File: src/rtl/uart_tx_pkt_sched.sv
// Packet scheduler in front of a UART transmitter.
// It frames the 16-bit button state as a 5-byte packet:
//   header, sequence, buttons[7:0], buttons[15:8], XOR checksum.
// A packet is sent when the buttons change or when the heartbeat expires.
// Bytes are handed to the transmitter one at a time.
// A per-byte timeout abandons the packet if the transmitter stalls.
module uart_tx_pkt_sched #(
    parameter int unsigned c_HEARTBEAT_CYCLES = 32'd2500000,
    parameter int unsigned c_TIMEOUT_CYCLES   = 32'd4096,
    parameter logic [7:0]  c_HEADER           = 8'hA5
) (
    input  logic        i_CLK,
    input  logic        i_RESET,
    input  logic        i_ENABLE,
    input  logic [15:0] i_BUTTONS,
    input  logic        i_TX_ACTIVE,
    input  logic        i_TX_DONE,
    output logic        o_TX_DV,
    output logic [7:0]  o_TX_BYTE,
    output logic        o_BUSY,
    output logic        o_PKT_DONE,
    output logic        o_ERR,
    output logic [7:0]  o_SEQ
);

    localparam logic [31:0] HB_MAX   = 32'(c_HEARTBEAT_CYCLES - 32'd1);
    localparam logic [31:0] TO_MAX   = 32'(c_TIMEOUT_CYCLES - 32'd1);
    localparam logic [2:0]  LAST_IDX = 3'd4;

    typedef enum logic [1:0] {
        ST_IDLE   = 2'd0,
        ST_ISSUE  = 2'd1,
        ST_WAIT   = 2'd2,
        ST_FINISH = 2'd3
    } state_t;

    state_t      state_r;
    logic [15:0] last_r;
    logic [15:0] snap_r;
    logic [7:0]  seq_r;
    logic [31:0] hb_cnt_r;
    logic [31:0] to_cnt_r;
    logic [2:0]  idx_r;
    logic        tx_dv_r;
    logic [7:0]  tx_byte_r;
    logic        busy_r;
    logic        pkt_done_r;
    logic        err_r;

    logic        trigger_s;
    logic [7:0]  cur_byte_s;

    // Checksum: XOR of the four leading packet bytes.
    function automatic logic [7:0] xor_chk(input logic [7:0] b0, input logic [7:0] b1,
                                           input logic [7:0] b2, input logic [7:0] b3);
        return b0 ^ b1 ^ b2 ^ b3;
    endfunction

    // Selects packet byte idx from the frozen snapshot and the sequence number.
    function automatic logic [7:0] pkt_byte(input logic [2:0] idx, input logic [7:0] seq,
                                            input logic [15:0] snap);
        logic [7:0] b;
        case (idx)
            3'd0:    b = c_HEADER;
            3'd1:    b = seq;
            3'd2:    b = snap[7:0];
            3'd3:    b = snap[15:8];
            3'd4:    b = xor_chk(c_HEADER, seq, snap[7:0], snap[15:8]);
            default: b = 8'h00;
        endcase
        return b;
    endfunction

    // Start condition: a button change or heartbeat expiry.
    // Both arriving together still yield a single packet.
    always_comb begin
        trigger_s  = 1'b0;
        cur_byte_s = pkt_byte(idx_r, seq_r, snap_r);
        if (i_ENABLE && ((i_BUTTONS != last_r) || (hb_cnt_r == HB_MAX))) begin
            trigger_s = 1'b1;
        end else begin
            trigger_s = 1'b0;
        end
    end

    // Packet sequencer.
    // State, counters and every output are registered here.
    always_ff @(posedge i_CLK or posedge i_RESET) begin
        if (i_RESET) begin
            state_r    <= ST_IDLE;
            last_r     <= 16'h0000;
            snap_r     <= 16'h0000;
            seq_r      <= 8'h00;
            hb_cnt_r   <= 32'd0;
            to_cnt_r   <= 32'd0;
            idx_r      <= 3'd0;
            tx_dv_r    <= 1'b0;
            tx_byte_r  <= 8'h00;
            busy_r     <= 1'b0;
            pkt_done_r <= 1'b0;
            err_r      <= 1'b0;
        end else begin
            tx_dv_r    <= 1'b0;
            pkt_done_r <= 1'b0;
            err_r      <= 1'b0;
            case (state_r)
                ST_IDLE: begin
                    if (trigger_s) begin
                        snap_r   <= i_BUTTONS;
                        idx_r    <= 3'd0;
                        busy_r   <= 1'b1;
                        hb_cnt_r <= 32'd0;
                        state_r  <= ST_ISSUE;
                    end else if (!i_ENABLE) begin
                        hb_cnt_r <= 32'd0;
                    end else if (hb_cnt_r != HB_MAX) begin
                        hb_cnt_r <= hb_cnt_r + 32'd1;
                    end else begin
                        hb_cnt_r <= hb_cnt_r;
                    end
                end
                ST_ISSUE: begin
                    // Only offer a byte once the transmitter is free.
                    // This gives exactly one request per byte.
                    if (!i_TX_ACTIVE) begin
                        tx_dv_r   <= 1'b1;
                        tx_byte_r <= cur_byte_s;
                        to_cnt_r  <= 32'd0;
                        state_r   <= ST_WAIT;
                    end else begin
                        state_r <= ST_ISSUE;
                    end
                end
                ST_WAIT: begin
                    // tx_byte_r is left untouched.
                    // The transmitter samples it for the whole frame.
                    if (i_TX_DONE) begin
                        if (idx_r < LAST_IDX) begin
                            idx_r   <= idx_r + 3'd1;
                            state_r <= ST_ISSUE;
                        end else begin
                            state_r <= ST_FINISH;
                        end
                    end else if (to_cnt_r == TO_MAX) begin
                        // Abort without touching seq/last.
                        // The same content goes out again on the next trigger.
                        err_r   <= 1'b1;
                        busy_r  <= 1'b0;
                        state_r <= ST_IDLE;
                    end else begin
                        to_cnt_r <= to_cnt_r + 32'd1;
                    end
                end
                ST_FINISH: begin
                    pkt_done_r <= 1'b1;
                    last_r     <= snap_r;
                    seq_r      <= seq_r + 8'd1;
                    busy_r     <= 1'b0;
                    state_r    <= ST_IDLE;
                end
                default: begin
                    busy_r  <= 1'b0;
                    state_r <= ST_IDLE;
                end
            endcase
        end
    end

    assign o_TX_DV    = tx_dv_r;
    assign o_TX_BYTE  = tx_byte_r;
    assign o_BUSY     = busy_r;
    assign o_PKT_DONE = pkt_done_r;
    assign o_ERR      = err_r;
    assign o_SEQ      = seq_r;

endmodule

File: config.mk
export PLATFORM = sky130hd
export DESIGN_NAME = uart_tx_pkt_sched
export DESIGN_NICKNAME = d
export VERILOG_FILES = /design/src/rtl/uart_tx_pkt_sched.sv
export SDC_FILE = /design/constraint.sdc
export NUM_CORES = 1
export LEC_CHECK = 0
export ABC_AREA = 1
export BUFFER_PORTS_ARGS = -buffer_cell sky130_fd_sc_hd__buf_2
export CORE_AREA = 2 2 123 125
export DETAILED_ROUTE_END_ITERATION = 10
export DIE_AREA = 0 0 125 127
export PLACE_DENSITY = 0.71
export RECOVER_POWER = 50
export SLEW_MARGIN = 20
export SYNTH_ARGS = -nofsm -noshare
export SYNTH_HDL_FRONTEND = slang
export SYNTH_SLANG_ARGS = --single-unit
File: constraint.sdc
create_clock -name i_CLK -period 5.8 [get_ports i_CLK]
set_input_delay 0.58 -clock i_CLK [delete_from_list [all_inputs] [get_ports i_CLK]]
set_output_delay 0.58 -clock i_CLK [all_outputs]
set_load 0.1 [all_outputs]
==> flow_results.xml <==
<?xml version="1.0" encoding="UTF-8"?>
<metrics>
  <group name="power_and_ir_drop">
    <metric name="fin_total_pwr" unit="mW">3.434</metric>
    <metric name="total_leakage_power" unit="nW">3.988</metric>
    <metric name="power_per_cell_area" unit="nW/um2">401.1</metric>
    <metric name="max-vdd-ir-drop" unit="mV">0.3702</metric>
  </group>
  <group name="synth">
    <metric name="synth-async-reset-ratio" unit="%">100.0</metric>
    <metric name="gate_count_after_technology_mapping" unit="">1136</metric>
    <metric name="synth_top_cell_area_share" unit="%">39.40</metric>
    <metric name="yosys.area.top_type" unit="">sky130_fd_sc_hd__dfrtp_1</metric>
    <metric name="mappedNetlistNets" unit="">1165</metric>
    <metric name="postSynth.topFlopCell" unit="">sky130_fd_sc_hd__dfrtp_1</metric>
    <metric name="synth_warnings" unit="">0</metric>
    <metric name="synthesis.area" unit="um2">7685</metric>
    <metric name="avgSynthCellArea" unit="um2">6.765</metric>
    <metric name="yosys-top-cells-area" unit="">sky130_fd_sc_hd__dfrtp_1 39%, sky130_fd_sc_hd__nand2_1 19%, sky130_fd_sc_hd__nor2_1 7.7%</metric>
    <metric name="synth-seq-area-share" unit="%">39.40</metric>
    <metric name="synth-edff-count" unit="">0</metric>
    <metric name="yosys.cell_types.count" unit="">40</metric>
    <metric name="ys_ff_latch" unit="">121</metric>
  </group>
  <group name="clock_network">
    <metric name="clkSlewWorstSetupHoldPaths" unit="ns">0.06</metric>
    <metric name="worstSkewPairLatency" unit="ns">0.42</metric>
    <metric name="cts_buffers" unit="">17</metric>
    <metric name="cts_tree" unit="">yes</metric>
    <metric name="cts.sink_count" unit="">121</metric>
    <metric name="cts.path.max_buffers" unit="">2</metric>
    <metric name="htree_num_levels" unit="">4</metric>
    <metric name="cts_root_buf" unit="">sky130_fd_sc_hd__clkbuf_16</metric>
    <metric name="holdBufCountCts" unit="">0</metric>
    <metric name="postCtsResizedCells" unit="">0</metric>
    <metric name="postCtsSetupRepairBufs" unit="">0</metric>
  </group>
  <group name="sta">
    <metric name="unrepaired_setup_endpoints_after_global_routing" unit="">no</metric>
    <metric name="post-route-min-period" unit="ns">3.373</metric>
    <metric name="tightest_slew" unit="ns">3.190</metric>
    <metric name="post-route-period-util" unit="%">58.15</metric>
    <metric name="layout_setup_ws" unit="ns">2.427</metric>
    <metric name="setup_tns" unit="ns">0</metric>
    <metric name="maxSlewHeadroom" unit="%">-113.8</metric>
    <metric name="final_hold_viol_count" unit="">0</metric>
    <metric name="finalSetupViolations" unit="">0</metric>
    <metric name="final.setup_skew" unit="ns">0.008039</metric>
    <metric name="final_max_slew_viol_count" unit="">73</metric>
    <metric name="clock.fmax" unit="MHz">296.5</metric>
  </group>
  <group name="route">
    <metric name="post-route-drc-count" unit="">0</metric>
    <metric name="route.detailed.wl_per_inst" unit="um">13.69</metric>
    <metric name="wl_met2" unit="mm">8.358</metric>
    <metric name="route.antenna.remaining_nets" unit="">0</metric>
    <metric name="wl_met3" unit="um">912</metric>
    <metric name="drt-pass1-iter-count" unit="">5</metric>
    <metric name="detailedRoute.firstIterationViolations" unit="">532</metric>
    <metric name="wirelength_met1" unit="mm">9.146</metric>
    <metric name="detail_route.wirelength" unit="mm">18.72</metric>
    <metric name="vias" unit="">7009</metric>
    <metric name="maxUsedRoutingLayer" unit="">met4</metric>
    <metric name="routed_via_density" unit="">5.127</metric>
  </group>
  <group name="setup_path">
    <metric name="cp_num_buf_inv" unit="">3</metric>
    <metric name="cp_top_family" unit="">buffers and inverters</metric>
    <metric name="worstPathArrival" unit="ns">3.71</metric>
    <metric name="cp-start-kind" unit="">input pin</metric>
    <metric name="critical-path-max-stage-delay" unit="ns">1.78</metric>
    <metric name="path_class" unit="">in -&gt; async</metric>
    <metric name="worst-endpoint-required" unit="ns">6.13</metric>
    <metric name="slowest_stage" unit="">sky130_fd_sc_hd__clkinvlp_2</metric>
    <metric name="worst_setup_path_end_kind" unit="">async pin</metric>
    <metric name="cp_cell_sequence" unit="">buf_2 &gt; clkinvlp_2 &gt; clkbuf_2</metric>
    <metric name="timing.critical_path.fanout_max" unit="">72</metric>
  </group>
  <group name="die">
    <metric name="die_width" unit="um">125</metric>
    <metric name="fp-row-count" unit="">44</metric>
    <metric name="ios" unit="">41</metric>
    <metric name="design.die.area" unit="um2">15880</metric>
    <metric name="die_h" unit="um">127</metric>
    <metric name="floorplan.initialDensity" unit="%">53.28</metric>
    <metric name="core" unit="um2">14420</metric>
  </group>
  <group name="worst_hold_path">
    <metric name="worst_hold_path_type" unit="">in -&gt; reg</metric>
  </group>
  <group name="placement">
    <metric name="pre_cts_slack" unit="ns">3.317</metric>
    <metric name="port-buffer-count" unit="">40</metric>
    <metric name="detailedPlacementHpwl" unit="mm">13.34</metric>
    <metric name="routabilityCongestion" unit="">0.9549</metric>
  </group>
  <group name="finish">
    <metric name="layout.core_utilization" unit="%">59.35</metric>
    <metric name="most-common-layout-cells" unit="">390 x sky130_fd_sc_hd__nand2_1, 158 x sky130_fd_sc_hd__nor2_1, 128 x sky130_fd_sc_hd__inv_1</metric>
    <metric name="layout-drive-gt1-share" unit="%">7.777</metric>
    <metric name="synthToLayoutAreaGrowth" unit="%">11.40</metric>
    <metric name="diodes" unit="">0</metric>
    <metric name="num-nets-final" unit="">1199</metric>
    <metric name="layout.cells.most_common" unit="">sky130_fd_sc_hd__nand2_1</metric>
  </group>
  <group name="run_status">
    <metric name="violations" unit="">capacitance limit, slew limit</metric>
    <metric name="run_status" unit="">finished with violations</metric>
  </group>
  <group name="global_routing">
    <metric name="grt_antenna_before_repair" unit="">0</metric>
    <metric name="grt.total_usage" unit="%">24.97</metric>
    <metric name="via_count_of_the_first_global_routing_pass" unit="">6607</metric>
    <metric name="grt_first_pass_wirelength" unit="mm">32.05</metric>
    <metric name="largest_net_degree_at_the_start_of_global_routing" unit="">73</metric>
    <metric name="remaining_global_route_overflow" unit="">0</metric>
  </group>
  <group name="flow_run">
    <metric name="drv.max_cap_violation_count" unit="">1</metric>
  </group>
</metrics>
## synthesized netlist by cell type (10+ instances only)
cell / instances
sky130_fd_sc_hd__xnor2_1: 15
sky130_fd_sc_hd__o21ai_0: 52
sky130_fd_sc_hd__nor3_1: 31
sky130_fd_sc_hd__o21ai_2: 10
sky130_fd_sc_hd__nand2_1: 390
sky130_fd_sc_hd__o21ai_1: 19
sky130_fd_sc_hd__nand4_1: 22
sky130_fd_sc_hd__inv_1: 129
sky130_fd_sc_hd__nor2_1: 158
sky130_fd_sc_hd__dfrtp_1: 121
sky130_fd_sc_hd__clkbuf_1: 11
sky130_fd_sc_hd__nand3_1: 80
sky130_fd_sc_hd__xor2_1: 34
## logic make-up after synthesis
kind of cell	share of synthesized area, %
simple gates	37.46
flops	39.40
xor+xnor	5.585
buf+inv	8.792
fa+ha+maj	1.303
compound gates	7.457
## routing by layer
metal,vias to the layer above,GRT usage [%]
li1,3647,-
met1,3186,34.60
met2,148,38.94
met3,28,6.240
met4,0,7.712
met5,-,0
## power breakdown
group | switching [mW] | leakage, nW | internal (mW) | total (mW)
Combinational | 0.917 | 2.09 | 0.273 | 1.19
Sequential | 0.167 | 1.62 | 1.01 | 1.18
Clock | 0.408 | 0.282 | 0.657 | 1.06
Total | 1.49 | 3.99 | 1.94 | 3.43
## worst min-delay path, cell delays in order
cell	delay [ns]
sky130_fd_sc_hd__buf_2	0.09
sky130_fd_sc_hd__nand2_1	0.05
sky130_fd_sc_hd__o21ai_1	0.06
## state kept, by name, indices dropped and copies added, names as in the netlist
| signal | count |
|---|---|
| o_TX_DV | 1 |
| o_BUSY | 1 |
| idx_r | 3 |
| state_r | 2 |
| o_ERR | 1 |
| to_cnt_r | 32 |
| o_PKT_DONE | 1 |
| snap_r | 16 |
| o_SEQ | 8 |
| o_TX_BYTE | 8 |
| last_r | 16 |
| hb_cnt_r | 32 |
## stage by stage
step	instance area [um2]	hold slack (ns)	instances
global placement	7989	0.4519	1335
CTS	8586	0.3853	1367
detailed placement	7989	0.4598	1335
finish	8561	0.3950	1367
floorplan	7685	0.4708	1136
global route	8561	0.3946	1367
## worst paths after layout
| path | depth (start not counted) | to | slack, ns | from |
|---|---|---|---|---|
| max | 3 | idx_r[2] | 2.43 | i_RESET |
| min | 3 | snap_r[7] | 0.39 | i_BUTTONS[7] |
| max reg2reg | 10 | to_cnt_r[20] | 3.29 | state_r[1] |
| min reg2reg | 1 | o_TX_BYTE[2] | 0.49 | o_TX_BYTE[2] |
| max in group i_CLK | 10 | to_cnt_r[20] | 3.29 | state_r[1] |
| min in group asynchronous | 2 | hb_cnt_r[22] | 1.08 | i_RESET |
## cell type report
| cell class | instances | area (um2) |
|---|---|---|
| flip-flops and latches | 121 | 3028 |
| multi-input cells | 852 | 3986 |
| clock buffers | 19 | 452.9 |
| well taps | 184 | 230.2 |
| repair buffers | 45 | 216.5 |
| fillers | 1370 | 5863 |
| clock inverters | 13 | 143.9 |
| inverters | 133 | 503.0 |
Note: power is estimated with default switching activity, not from simulation.
